## config.mk

```make
export PLATFORM = sky130hd
export DESIGN_NAME = hazard_ctrl_flat
export DESIGN_NICKNAME = d
export VERILOG_FILES = /design/src/rtl/hazard_ctrl_if.sv /design/src/rtl/hazard_ctrl.sv /design/src/flat_wrapper.sv
export SDC_FILE = /design/constraint.sdc
export NUM_CORES = 1
export LEC_CHECK = 0
export BUFFER_PORTS_ARGS = -buffer_cell sky130_fd_sc_hd__buf_2
export CAP_MARGIN = 15
export CORE_ASPECT_RATIO = 0.75
export CORE_MARGIN = 3
export CORE_UTILIZATION = 50
export DETAILED_ROUTE_END_ITERATION = 10
export GPL_TIMING_DRIVEN = 0
export PLACE_DENSITY = 0.75
export SETUP_SLACK_MARGIN = 0.4
export SYNTH_ARGS = -nofsm -noshare
export SYNTH_HDL_FRONTEND = slang
export SYNTH_SLANG_ARGS = --single-unit
```

## constraint.sdc

```tcl
create_clock -name clk -period 2.25 [get_ports clk]
set_clock_uncertainty 0.15 [all_clocks]
set_input_delay 0.3375 -clock clk [delete_from_list [all_inputs] [get_ports clk]]
set_output_delay 0.3375 -clock clk [all_outputs]
set_load 0.01 [all_outputs]
```

## src/rtl/hazard_ctrl_if.sv

```systemverilog
// Decode-stage hazard bundle: D-instruction operand/producer info toward the controller,
// stall and forwarding selects back to the datapath.
interface hazard_ctrl_if;
  logic [4:0] D_rs;
  logic [4:0] D_rt;
  logic [2:0] D_Tuse_rs;
  logic [2:0] D_Tuse_rt;
  logic       D_RegWrite;
  logic [4:0] D_A3;
  logic [2:0] D_Tnew;
  logic [1:0] D_md_op;
  logic       D_md_use;
  logic       stall;
  logic [1:0] fwd_D_rs;
  logic [1:0] fwd_D_rt;
  logic [1:0] fwd_E_rs;
  logic [1:0] fwd_E_rt;
  logic [1:0] fwd_M_rt;
  logic       md_busy;

  modport master (
    output D_rs, D_rt, D_Tuse_rs, D_Tuse_rt, D_RegWrite, D_A3, D_Tnew, D_md_op, D_md_use,
    input  stall, fwd_D_rs, fwd_D_rt, fwd_E_rs, fwd_E_rt, fwd_M_rt, md_busy
  );

  modport slave (
    input  D_rs, D_rt, D_Tuse_rs, D_Tuse_rt, D_RegWrite, D_A3, D_Tnew, D_md_op, D_md_use,
    output stall, fwd_D_rs, fwd_D_rt, fwd_E_rs, fwd_E_rt, fwd_M_rt, md_busy
  );
endinterface

```

## src/rtl/hazard_ctrl.sv

```systemverilog
// Tuse/Tnew hazard unit for a 5-stage pipeline: stall and forward selects are combinational
// from shadow E/M/W records; stall freezes D and bubbles E, the mult/div counter blocks HI/LO users.
module hazard_ctrl (
  input  logic         clk,
  input  logic         reset,
  hazard_ctrl_if.slave hz
);

  typedef struct packed {
    logic [4:0] rs;
    logic [4:0] rt;
    logic [4:0] a3;
    logic       regwrite;
    logic [2:0] tnew;
  } stage_t;

  stage_t     r_e;
  stage_t     r_m;
  stage_t     r_w;
  logic [1:0] r_e_md_op;
  logic [3:0] r_md_cnt;

  stage_t     w_d_rec;
  logic       w_stall;
  logic       w_unused;

  function automatic logic produces(input stage_t s, input logic [4:0] r);
    return s.regwrite && (s.a3 == r) && (r != 5'd0);
  endfunction

  function automatic stage_t age(input stage_t s);
    stage_t a;
    a = s;
    if (s.tnew != 3'd0) a.tnew = s.tnew - 3'd1;
    return a;
  endfunction

  function automatic logic late(input logic [4:0] r, input logic [2:0] tuse,
                                input stage_t e, input stage_t m);
    return (tuse != 3'd5) &&
           ((produces(e, r) && (e.tnew > tuse)) || (produces(m, r) && (m.tnew > tuse)));
  endfunction

  // Nearest producer decides; one still computing (Tnew!=0) hides older results.
  function automatic logic [1:0] pick(input logic [4:0] r, input stage_t e, input stage_t m,
                                      input stage_t w, input logic use_e, input logic use_m);
    if (use_e && produces(e, r)) return (e.tnew == 3'd0) ? 2'd1 : 2'd0;
    if (use_m && produces(m, r)) return (m.tnew == 3'd0) ? 2'd2 : 2'd0;
    if (produces(w, r) && (w.tnew == 3'd0)) return 2'd3;
    return 2'd0;
  endfunction

  assign w_d_rec = '{rs: hz.D_rs, rt: hz.D_rt, a3: hz.D_A3,
                     regwrite: hz.D_RegWrite, tnew: hz.D_Tnew};

  assign w_stall = late(hz.D_rs, hz.D_Tuse_rs, r_e, r_m)
                 | late(hz.D_rt, hz.D_Tuse_rt, r_e, r_m)
                 | (hz.D_md_use && ((r_md_cnt != 4'd0) || (r_e_md_op != 2'd0)));

  assign hz.stall    = reset & w_stall;
  assign hz.md_busy  = reset & (r_md_cnt != 4'd0);
  assign hz.fwd_D_rs = reset ? pick(hz.D_rs, r_e, r_m, r_w, 1'b1, 1'b1) : 2'd0;
  assign hz.fwd_D_rt = reset ? pick(hz.D_rt, r_e, r_m, r_w, 1'b1, 1'b1) : 2'd0;
  assign hz.fwd_E_rs = reset ? pick(r_e.rs,  r_e, r_m, r_w, 1'b0, 1'b1) : 2'd0;
  assign hz.fwd_E_rt = reset ? pick(r_e.rt,  r_e, r_m, r_w, 1'b0, 1'b1) : 2'd0;
  assign hz.fwd_M_rt = reset ? pick(r_m.rt,  r_e, r_m, r_w, 1'b0, 1'b0) : 2'd0;

  // Kept for pipeline visibility, no hazard path reads them.
  assign w_unused = ^{r_m.rs, r_w.rs, r_w.rt};

  always_ff @(posedge clk) begin
    if (!reset) begin
      r_e       <= '0;
      r_m       <= '0;
      r_w       <= '0;
      r_e_md_op <= 2'd0;
      r_md_cnt  <= 4'd0;
    end else begin
      if (w_stall) begin
        r_e       <= '0;
        r_e_md_op <= 2'd0;
      end else begin
        r_e       <= w_d_rec;
        r_e_md_op <= hz.D_md_op;
      end
      r_m <= age(r_e);
      r_w <= age(r_m);
      case (r_e_md_op)
        2'd1:    r_md_cnt <= 4'd5;
        2'd2:    r_md_cnt <= 4'd10;
        default: if (r_md_cnt != 4'd0) r_md_cnt <= r_md_cnt - 4'd1;
      endcase
    end
  end

endmodule

```

## src/flat_wrapper.sv

```systemverilog
// flat-port wrapper written by rule: the top's interface ports become plain ports
module hazard_ctrl_flat 
  (clk, reset, hz_D_rs, hz_D_rt, hz_D_Tuse_rs, hz_D_Tuse_rt, hz_D_RegWrite, hz_D_A3, hz_D_Tnew, hz_D_md_op, hz_D_md_use, hz_stall, hz_fwd_D_rs, hz_fwd_D_rt, hz_fwd_E_rs, hz_fwd_E_rt, hz_fwd_M_rt, hz_md_busy);
  hazard_ctrl_if hz_i ();
  input  logic clk;
  input  logic reset;
  input wire logic [$bits(hz_i.D_rs)-1:0] hz_D_rs;
  input wire logic [$bits(hz_i.D_rt)-1:0] hz_D_rt;
  input wire logic [$bits(hz_i.D_Tuse_rs)-1:0] hz_D_Tuse_rs;
  input wire logic [$bits(hz_i.D_Tuse_rt)-1:0] hz_D_Tuse_rt;
  input wire logic [$bits(hz_i.D_RegWrite)-1:0] hz_D_RegWrite;
  input wire logic [$bits(hz_i.D_A3)-1:0] hz_D_A3;
  input wire logic [$bits(hz_i.D_Tnew)-1:0] hz_D_Tnew;
  input wire logic [$bits(hz_i.D_md_op)-1:0] hz_D_md_op;
  input wire logic [$bits(hz_i.D_md_use)-1:0] hz_D_md_use;
  output wire logic [$bits(hz_i.stall)-1:0] hz_stall;
  output wire logic [$bits(hz_i.fwd_D_rs)-1:0] hz_fwd_D_rs;
  output wire logic [$bits(hz_i.fwd_D_rt)-1:0] hz_fwd_D_rt;
  output wire logic [$bits(hz_i.fwd_E_rs)-1:0] hz_fwd_E_rs;
  output wire logic [$bits(hz_i.fwd_E_rt)-1:0] hz_fwd_E_rt;
  output wire logic [$bits(hz_i.fwd_M_rt)-1:0] hz_fwd_M_rt;
  output wire logic [$bits(hz_i.md_busy)-1:0] hz_md_busy;
  assign hz_i.D_rs = hz_D_rs;
  assign hz_i.D_rt = hz_D_rt;
  assign hz_i.D_Tuse_rs = hz_D_Tuse_rs;
  assign hz_i.D_Tuse_rt = hz_D_Tuse_rt;
  assign hz_i.D_RegWrite = hz_D_RegWrite;
  assign hz_i.D_A3 = hz_D_A3;
  assign hz_i.D_Tnew = hz_D_Tnew;
  assign hz_i.D_md_op = hz_D_md_op;
  assign hz_i.D_md_use = hz_D_md_use;
  assign hz_stall = hz_i.stall;
  assign hz_fwd_D_rs = hz_i.fwd_D_rs;
  assign hz_fwd_D_rt = hz_i.fwd_D_rt;
  assign hz_fwd_E_rs = hz_i.fwd_E_rs;
  assign hz_fwd_E_rt = hz_i.fwd_E_rt;
  assign hz_fwd_M_rt = hz_i.fwd_M_rt;
  assign hz_md_busy = hz_i.md_busy;
  hazard_ctrl u_core (.clk(clk), .reset(reset), .hz(hz_i));
endmodule
```

==> flow_summary.toml <==
[outcome]
outcome = "complete, but fails checks"
violations = "setup timing"

[sta]
drv_slew = 0
fin_setup_tns_ns = -4.95
period_needed_ns = 2.62
max_freq_mhz = 382
relSlewSlack = 0.647
hold_violations = 0
finalCritPeriodShare = 1.16
fin_hold_ws_ns = 0.0940
worst_slew_pin_slew_ns = 0.530
setup_viol = 30
rsz0062_at_grt = "true"
fin_ws_ns = -0.368

[finish]
layout.nets = 452
area_growth_pct = 43.3
multiInputGateArea_sq_um = 2190
ff_latch_area_sq_um = 978
drive_gt1_frac = 0.430
fillers = 351
final_area_sq_um = 4180
num_antenna_cells = 0

[synth]
syn_inst = 328
synth_edf_count = 0
synth_nets = 378
synthArstFlopShare = 0
syn-cell-area_sq_um = 2920
synth_area_leaders = "dfxtp_1, xnor2_1, ha_1"
yosys_warnings = 0
synth.distinct_cells = 42
synth.largest_area_cell = "dfxtp_1"
syn_avg_cell_area_sq_um = 8.90
synth-seq-cells = 48
synth_top_area_frac = 0.329
ys_top_cells_by_count = "dfxtp_1, xnor2_1, nand2_1, and2_1"
synth_ff_type = "dfxtp_1"
ys_seq_area_frac = 0.329

[setup_path]
critical_path.max_stage_delay_ns = 0.37
cp.arrival_ns = 2.13
worst-setup-path-type = "reg2out"
cp_slowest_cell = "dfxtp_4"
crit_path_start_kind = "flip-flop"
critPathMaxFanout = 3
critPathTopFamily = "simple AND/OR/NAND/NOR gates"
critPathBufInv = 1
endpoint_kind = "primary output"
crit_chain = "xnor2_1 -> nand4_1 -> nor3_4 -> a32oi_2 -> o211ai_2 -> and2_4 -> buf_6"
worstPathRequired_ns = 1.76

[drt]
drt_pre_antenna_iters = 4
vias = 2618
viasPerCell = 5.49
drt-initial-drc-count = 160
route.detailed.drc = 0
avgRoutedWirePerCell_um = 18.7
drtAntennaViolNets = 0
drt-total-wl_um = 8920

[floorplan]
core_sq_um = 5500
fp.dieW_um = 94.2
fp.dieH_um = 72.2
rows = 23
initial_core_util = 0.531
die_area_sq_um = 6800
ioPinCount = 42

[global_routing]
grt_usage = 0.235
grt_pass1_vias = 2482
grt_antenna_before_repair = 0
grt_pass1_wl_um = 12300
grt_start_max_net_pins = 15
globalRouteOverflowTotal = 0

[placed_design]
place_area_sq_um = 3270
routabilityCongestion = 0.839
dp.final_hpwl_um = 5190
portBuffers = 39

[cts]
clk_pin_slew_worst_paths_ns = 0.09
cts_max_level = 2
cts_buffer_depth = 2
cts_made_buffers = 5
cts_root_buf = "clkbuf_8"
tritoncts = "built"
clock_sinks = 48
clk_latency_ns = 0.31

[power_and_ir_drop]
power.density_nw_per_um2 = 793
ir_drop_mv = 0.733
p_leak_nw = 1.71
total_power_mw = 3.32

[flow_run]
maxCapViolations = 0

[min_path]
hp-class = "in2reg"
[cells by family after synthesis]
family,count (synthesis),share of synthesized area
xor+xnor,57,0.171
compound gates,22,0.0579
fa+ha+maj,20,0.0858
simple gates,139,0.284
flops,48,0.329
mux,5,0.0172
buf+inv,37,0.0545
[cells in the final DEF, fill, tap and decap left out, drive strengths merged, types with 13 or more instances in the layout]
cell type,n
buf,74
dfxtp,48
nand2,30
nor2,27
clkbuf,22
xnor2,48
ha,20
and2,23
inv,14
nor2b,13
[per-stage QoR]
| stage | setup slack [ns] | util | cells |
|---|---|---|---|
| 3_3_place_gp | -0.222 | 0.595 | 442 |
| 2_1_floorplan | 0.169 | - | 328 |
| 4_1_cts | -0.171 | 0.702 | 465 |
| 3_5_place_dp | -0.233 | 0.595 | 442 |
| 5_1_grt | -0.402 | 0.761 | 477 |
| 6_report | -0.368 | 0.761 | 477 |
[cell type report]
cell class                      instances  area share
Buffer                                 23      0.0497
Clock buffer                            6      0.0197
Clock inverter                          1     0.00209
Inverter                               14      0.0126
Multi-Input combinational cell        243       0.524
Sequential cell                        48       0.234
Tap cell                               75      0.0224
Timing Repair Buffer                   67       0.136
[report_power, final]
part           internal, mW  switching, mW  total, mW  leakage (nW)
Sequential            0.992          0.145       1.14         0.399
Combinational         0.838          0.805       1.64          1.26
Clock                 0.245          0.291      0.536        0.0473
[state kept, by name, indices dropped and copies added (netlist names)]
signal	count
u_core.r_e	19
u_core.r_e_md_op	2
u_core.r_w	9
u_core.r_md_cnt	4
u_core.r_m	14
[worst reg2reg max path, delay by kind of cell, from the launching register on]
family          cells  cell delay (ns)
compound gates      2             0.34
xor+xnor            1             0.27
buf+inv             5             0.60
flops               1             0.37
simple gates        3             0.61
[layer usage]
metal / track usage / up-vias / wire length [um]
li1: - / 1235 / -
met1: 0.327 / 1261 / 3810
met2: 0.381 / 93 / 4250
met3: 0.0363 / 29 / 589
met4: 0.0689 / 0 / 269
met5: 0 / - / 0
[final timing paths]
check,endpoint,from,depth (start not counted),slack [ns]
worst max register to register,u_core.r_e[13]$_SDFF_PP0_,u_core.r_e[5]$_SDFF_PP0_,11,-0.18
worst min-delay path,u_core.r_e_md_op[1]$_SDFF_PP0_,hz_D_md_op[1],3,0.09
worst max-delay path,hz_stall,u_core.r_e[5]$_SDFF_PP0_,7,-0.37
worst min register to register,u_core.r_m[3]$_SDFF_PN0_,u_core.r_e[3]$_SDFF_PP0_,1,0.37
[what timing repair did]
action / in CTS / in global routing
resized for setup: 78 / 51
endpoints found under the setup margin: 34 / 33
pin swaps: 24 / 34
setup buffers: 14 / 12
hold endpoints to repair: 0 / 0
gates cloned: 2 / 0
hold buffers: 0 / 0
Note: power is estimated with default switching activity, not from simulation.
